### src/rtl/divided_mod_m_counter.sv
// Tick-driven modulo counter: a free-running divide-by-DIV_M strobe enables
// a modulo-CNT_M counter, giving a slow time base on a single clock domain.
module divided_mod_m_counter #(
    parameter int DIV_M = 12,
    parameter int DIV_N = 4,
    parameter int CNT_M = 100,
    parameter int CNT_N = 8
) (
    input  logic             clk,
    input  logic             reset,
    output logic             max_tick,
    output logic [CNT_N-1:0] r
);

    localparam logic [DIV_N-1:0] DIV_LAST = DIV_N'(DIV_M - 1);
    localparam logic [CNT_N-1:0] CNT_LAST = CNT_N'(CNT_M - 1);

    generate
        if (((2 ** DIV_N) < DIV_M) || ((2 ** CNT_N) < CNT_M)) begin : g_bad_width
            $error("divided_mod_m_counter: register width too small for modulus");
        end
    endgenerate

    logic [DIV_N-1:0] r_q;
    logic [CNT_N-1:0] r_count;
    logic             w_tick;

    // Tick is decoded straight from the divider state, so it has no extra latency.
    assign w_tick   = (r_q == DIV_LAST);
    assign max_tick = w_tick;
    assign r        = r_count;

    always_ff @(posedge clk or posedge reset) begin
        if (reset) begin
            r_q <= '0;
        end else if (w_tick) begin
            r_q <= '0;
        end else begin
            r_q <= r_q + DIV_N'(1);
        end
    end

    // Counter advances only on tick edges; out-of-range values still step by one.
    always_ff @(posedge clk or posedge reset) begin
        if (reset) begin
            r_count <= '0;
        end else if (w_tick) begin
            if (r_count == CNT_LAST) begin
                r_count <= '0;
            end else begin
                r_count <= r_count + CNT_N'(1);
            end
        end
    end

endmodule

### config.mk
export PLATFORM = sky130hd
export DESIGN_NAME = divided_mod_m_counter
export DESIGN_NICKNAME = d
export VERILOG_FILES = /design/src/rtl/divided_mod_m_counter.sv
export SDC_FILE = /design/constraint.sdc
export NUM_CORES = 1
export LEC_CHECK = 0
export CAP_MARGIN = 20
export CORE_MARGIN = 5
export CORE_UTILIZATION = 40
export DETAILED_ROUTE_END_ITERATION = 8
export DONT_BUFFER_PORTS = 1
export PLACE_DENSITY = 0.61
export SLEW_MARGIN = 5
export SYNTH_ARGS = -nofsm -noshare
export SYNTH_HDL_FRONTEND = slang
export SYNTH_SLANG_ARGS = --single-unit
### constraint.sdc
create_clock -name clk -period 1.4 [get_ports clk]
set_input_delay 0.28 -clock clk [delete_from_list [all_inputs] [get_ports clk]]
set_output_delay 0.28 -clock clk [all_outputs]
set_load 0.02 [all_outputs]
==> run metrics, run 1 <==
status finished, violations left; mapped cell area 597 um2; Internal 0.506 mW; reg-to-reg slack, setup ~0.040 ns; Fin. Hold Viols 0; setup TNS -0.0188 ns; CP max-delay cell dfrtp_1; Final Cell Area around 820 um2; crit path launch type register; ratio of cells with drive above 1 in the final layout 0.442; Post-Route WL 1220 um; post-layout minimum cycle time 1.42 ns; Avg WL per Cell 13.1 um; failing checks negative setup slack; commonest non-fill, non-tap cells in the layout 18 x buf_4, 9 x dfrtp_1, 4 x nand3_1, 4 x nor2_1; Final GP Congestion 0.838; r2r startpoint r_q[1]; Crit Reg-Reg Endpoint r[0]; Slew HR 0.690; Post-Syn Instances 54; initial antenna violation count 0; static leakage 0.392 nW; sw power 0.126 mW; Avg Cell Area, Syn about 11 um2; total I/O pin count 11; DRT iter0 DRCs 13; HPWL Detailed 870 um; Max Fclk approximately 700 MHz; largest net degree at the start of global routing 13; Pre-Repair DR Iteration Count 4; CTS tree yes; Reg power frac 0.547; root buffer selected by CTS clkbuf_4; total core area 1450 um2; Clock transition at path regs 0.08 ns; maxcap violations 0; critical path required time 1.12 ns; switch share 0.200; FP Rows 14; IO Port Bufs 0; nets about 80; Area after DPL between 700 and 800 um2; Slew Limit Fails 0; die area about 2400 um2; CP max FO 5; worst skew pair latency between 0.2 and 0.3 ns; area grow syn2layout 37.3%; Initial Util 0.410; GRT overflow 0; min setup slack post-route -0.0188 ns; Die Width a little under 50 um; clk sinks 12; ANT nets after route 0; worst-path cell chain ha_4, nand3b_1, inv_2; H-tree depth 1; worst min-delay path category in2async; Yosys cell types 24; Comb pwr share 0.014; synthesized flop and latch total 12; part of the cycle the worst path needs 1.01; Layout fillers 124; Pwr Total 0.633 mW; actual slew at the worst max-slew pin 0.464 ns; register area share after synthesis 0.503; Vert. Die Dim 48.6 um; critical path class reg2out; GRT Util Overall 0.112; vias in the first global route 458; cell depth of the worst flop-to-flop path 5; buffer depth of the longest clock path 2; DR vias/cell 4.99; CP max stage delay about 0.41 ns; post-synthesis net count 58; Cell Pwr Density 772 nW/um2; detailed-route DRC error count 0; CP endpoint kind output port; Via Count 464; Critical Path AT 1.14 ns; Setup Skew 0.00162 ns; Syn. warnings 0; commonest non-fill, non-tap cell in the layout buf_4; Inserted Diodes 0; final setup vio count 1; Clk network pwr share 0.439; RSZ-0062 raised after global routing yes; Num CTS Buffers 3; maximum vdd drop approximately 0.00053 V; DP Worst Slack -0.00725 ns; first-pass GRT wire length 2070 um
kinds of logic (layout without fill, tap and decap cells):
group                    count (synthesis)  after routing  synth area share
AO/OA/AOI/OAI                            6              6            0.0713
AND/OR/NAND/NOR                         23             23             0.247
XOR/XNOR                                 5              5            0.0734
flip-flops                              12             12             0.503
buffers and inverters                    4             27            0.0251
multiplexers                             2              2            0.0377
adder cells (fa/ha/maj)                  2              2            0.0419
area by class of cell:
type                    instances  area, um2  area share
repair buffers                 19        145       0.177
clock buffers                   4       36.3      0.0443
inverters                       4       15.0      0.0183
multi-input cells              38        299       0.365
flip-flops and latches         12        304       0.371
well taps                      16       20.0      0.0244
state kept, by name, summed over array words and instances, names as in the netlist:
signal and cells:
r 8, r_q 4
routing by layer:
metal | vias to the layer above | track usage | part of all wire
met2 | 8 | 0.165 | 0.48
met4 | 0 | 0.0673 | 0
met5 | - | 0 | 0
li1 | 242 | - | -
met3 | 0 | 0.0399 | 0.062
met1 | 214 | 0.138 | 0.46
worst max-delay path: cells and delay by family (launching register included):
family        cells  cell delay [ns]
buf+inv           1             0.15
fa+ha+maj         1             0.17
flops             1             0.41
simple gates      1             0.14
repair_timing:
action | CTS | global route
pin swaps | 1 | 0
hold buffers | 1 | 0
buffers inserted | 4 | 2
hold endpoints to repair | 12 | 0
gates resized for setup | 3 | 2
setup endpoints to repair | 2 | 4
synth_stat cells (all sizes together):
| master | count | area [um2] |
|---|---|---|
| nand2 | 3 | 11.3 |
| o221ai | 1 | 15.0 |
| and4b | 1 | 10.0 |
| nand4b | 2 | 17.5 |
| or2 | 1 | 6.26 |
| mux2 | 2 | 22.5 |
| or4 | 2 | 18.8 |
| ha | 2 | 25.0 |
| xnor2 | 3 | 26.3 |
| or3 | 1 | 6.26 |
| dfrtp | 12 | 300 |
| nor3b | 1 | 7.51 |
| a21oi | 1 | 5.00 |
| inv | 4 | 15.0 |
| a21o | 1 | 7.51 |
| nor2 | 4 | 15.0 |
| nand4 | 1 | 6.26 |
| xor2 | 2 | 17.5 |
| nor3 | 2 | 21.3 |
| nand3 | 4 | 20.0 |
| o21ai | 3 | 15.0 |
| nand3b | 1 | 7.51 |
metrics by stage:
step           hold slack [ns]   util  std cells
4_1_cts                  0.457  0.550         91
3_3_place_gp             0.202  0.489         82
2_1_floorplan            0.144      -         54
3_5_place_dp             0.208  0.489         82
5_1_grt                  0.491  0.564         93
6_report                 0.456  0.564         93
power by group through the flow:
stage | Clock [mW] | Sequential [mW] | Combinational [mW]
floorplan | 0 | 0.353 | 0.00529
global placement | 0 | 0.353 | 0.00722
detailed placement | 0 | 0.353 | 0.00743
CTS | 0.288 | 0.346 | 0.00955
global route | 0.311 | 0.346 | 0.0109
finish | 0.278 | 0.346 | 0.00899
how the worst max path moves through the flow:
stage | start | to | depth (start not counted)
3_5_place_dp | r_q[0] | r[0] | 4
4_1_cts | r_q[0] | max_tick | 3
2_1_floorplan | r[7] | r[6] | 3
3_3_place_gp | r_q[0] | r[0] | 4
5_1_grt | r_q[1] | max_tick | 3
6_report | r_q[1] | max_tick | 3
Note: power is estimated with default switching activity, not from simulation.
==> inputs of run 2 (changes only) <==
Settings changed: CORE_UTILIZATION 40 to 45, PLACE_DENSITY 0.61 to 0.67.
==> run 2 against run 1 <==
The run still ends with negative setup slack left. Register-to-register slack lost 0.05 ns. Utilization is 8.7 points higher. Hold slack improved by 0.018 ns.
==> run metrics, run 2 (synthesized netlist as in run 1, its figures left out) <==
largest net degree at the start of global routing 13; critical path required time between 1.5 and 2 ns; worst min-delay path category in2async; nets 83; crit path launch type register; Critical Path AT 1.60 ns; die area 2150 um2; commonest non-fill, non-tap cells in the layout 19 x buf_4, 9 x dfrtp_1, 4 x nand3_1, 4 x nor2_1; part of the cycle the worst path needs 1.00; Setup Skew around 0.0018 ns; worst-path cell chain ha_4, nand4b_1, or4_4, o221ai_2; ANT nets after route 0; Post-Route WL 1320 um; Clock transition at path regs approximately 0.080 ns; maxcap violations 0; FP Rows 13; GRT overflow 0; CP max-delay cell or4_4; Slew Limit Fails 0; ratio of cells with drive above 1 in the final layout 0.462; buffer depth of the longest clock path 2; detailed-route DRC error count 0; Initial Util 0.464; status finished, violations left; maximum vdd drop approximately 0.00060 V; total core area around 1300 um2; Layout fillers between 90 and 100; Final GP Congestion between 0.7 and 0.8; Fin. Hold Viols 0; clk sinks 12; GRT Util Overall 0.133; CP Buf/Inv Count 0; critical path class reg2reg; CTS tree yes; max reg flops 8; vias in the first global route 470; commonest non-fill, non-tap cell in the layout buf_4; Slew HR 0.691; Via Count between 400 and 500; CP endpoint kind register; area grow syn2layout 40.0%; Max Fclk 711 MHz; H-tree depth 1; Num CTS Buffers 3; Die Width about 46 um; Avg WL per Cell 14.2 um; Cell Pwr Density 755 nW/um2; cell family with the largest share of critical-path delay simple AND/OR/NAND/NOR gates; Inserted Diodes 0; HPWL Detailed slightly below 900 um; RSZ-0062 raised after global routing yes; failing checks negative setup slack; setup TNS -0.00585 ns; CP max stage delay 0.52 ns; total I/O pin count 11; static leakage 0.416 nW; first-pass GRT wire length 2010 um; CP max FO 4; Vert. Die Dim 46.4 um; min setup slack post-route -0.00585 ns; DRT iter0 DRCs 7; final setup vio count 1; IO Port Bufs 0; worst skew pair latency 0.27 ns; initial antenna violation count 0; placed instance count 83; Pre-Repair DR Iteration Count 4; root buffer selected by CTS clkbuf_4; actual slew at the worst max-slew pin 0.463 ns; post-layout minimum cycle time about 1.4 ns; Non-Filler Instances 93; DR vias/cell about 5.2
-- run 2: cell count changes in the layout (fill, tap and decap cells not counted) --
cell / previous run / this run
buf_4: 18 / 19
nor3_2: 1 / 0
nor3_4: 1 / 2
o21ai_0: 2 / 1
o21ai_1: 1 / 2
or4_1: 1 / 0
or4_4: 1 / 2
-- run 2: final timing paths --
| kind | start | cells after the start | to | slack (ns) |
|---|---|---|---|---|
| setup / recovery | r_q[0] | 4 | r[6] | -0.006 |
| hold / removal | reset | 2 | r_q[3] | 0.47 |
| setup reg to reg | r_q[0] | 4 | r[6] | -0.006 |
| hold reg to reg | r_q[1] | 1 | r_q[1] | 0.57 |
| max in group asynchronous | reset | 2 | r[3] | 0.58 |
| min in group clk | r_q[1] | 1 | r_q[1] | 0.57 |
-- run 2: per-stage QoR --
stage	instance area, um2	setup WS [ns]	util	total power [mW]	hold WS [ns]
final	836	-0.00585	0.650	0.631	0.474
after global routing	836	-0.0619	0.650	0.658	0.497
after CTS	796	-0.000581	0.619	0.633	0.477
after detailed placement	724	-0.00310	0.564	0.361	0.208
after global placement	724	0.00739	0.564	0.360	0.202
after floorplan	601	0.0106	-	0.358	0.144
-- run 2: area by class of cell --
cell class	instances	area, um2	area share
Multi-Input combinational cell	38	309	0.370
Sequential cell	12	304	0.364
Timing Repair Buffer	20	153	0.183
Clock buffer	4	36.3	0.0434
Tap cell	15	18.8	0.0225
Inverter	4	15.0	0.0180
-- run 2: what timing repair did --
item                                   CTS  global route
pin swaps                                0             3
setup endpoints to repair                3             5
hold buffers                             1             0
resized for setup                        2             6
endpoints found under the hold margin   12             0
buffers inserted                         3             2
-- run 2: power by group --
group	total (mW)	switching (mW)	internal (mW)
clock	0.276	0.118	0.158
combinational	0.00922	0.00716	0.00207
sequential	0.346	0	0.346
-- run 2: metal layers --
layer	GRT usage	wire length (um)	vias to the layer above
met5	0	0	-
met4	0.0511	14	0
met3	0.0430	69	2
met2	0.225	653	14
met1	0.153	583	226
li1	-	-	241
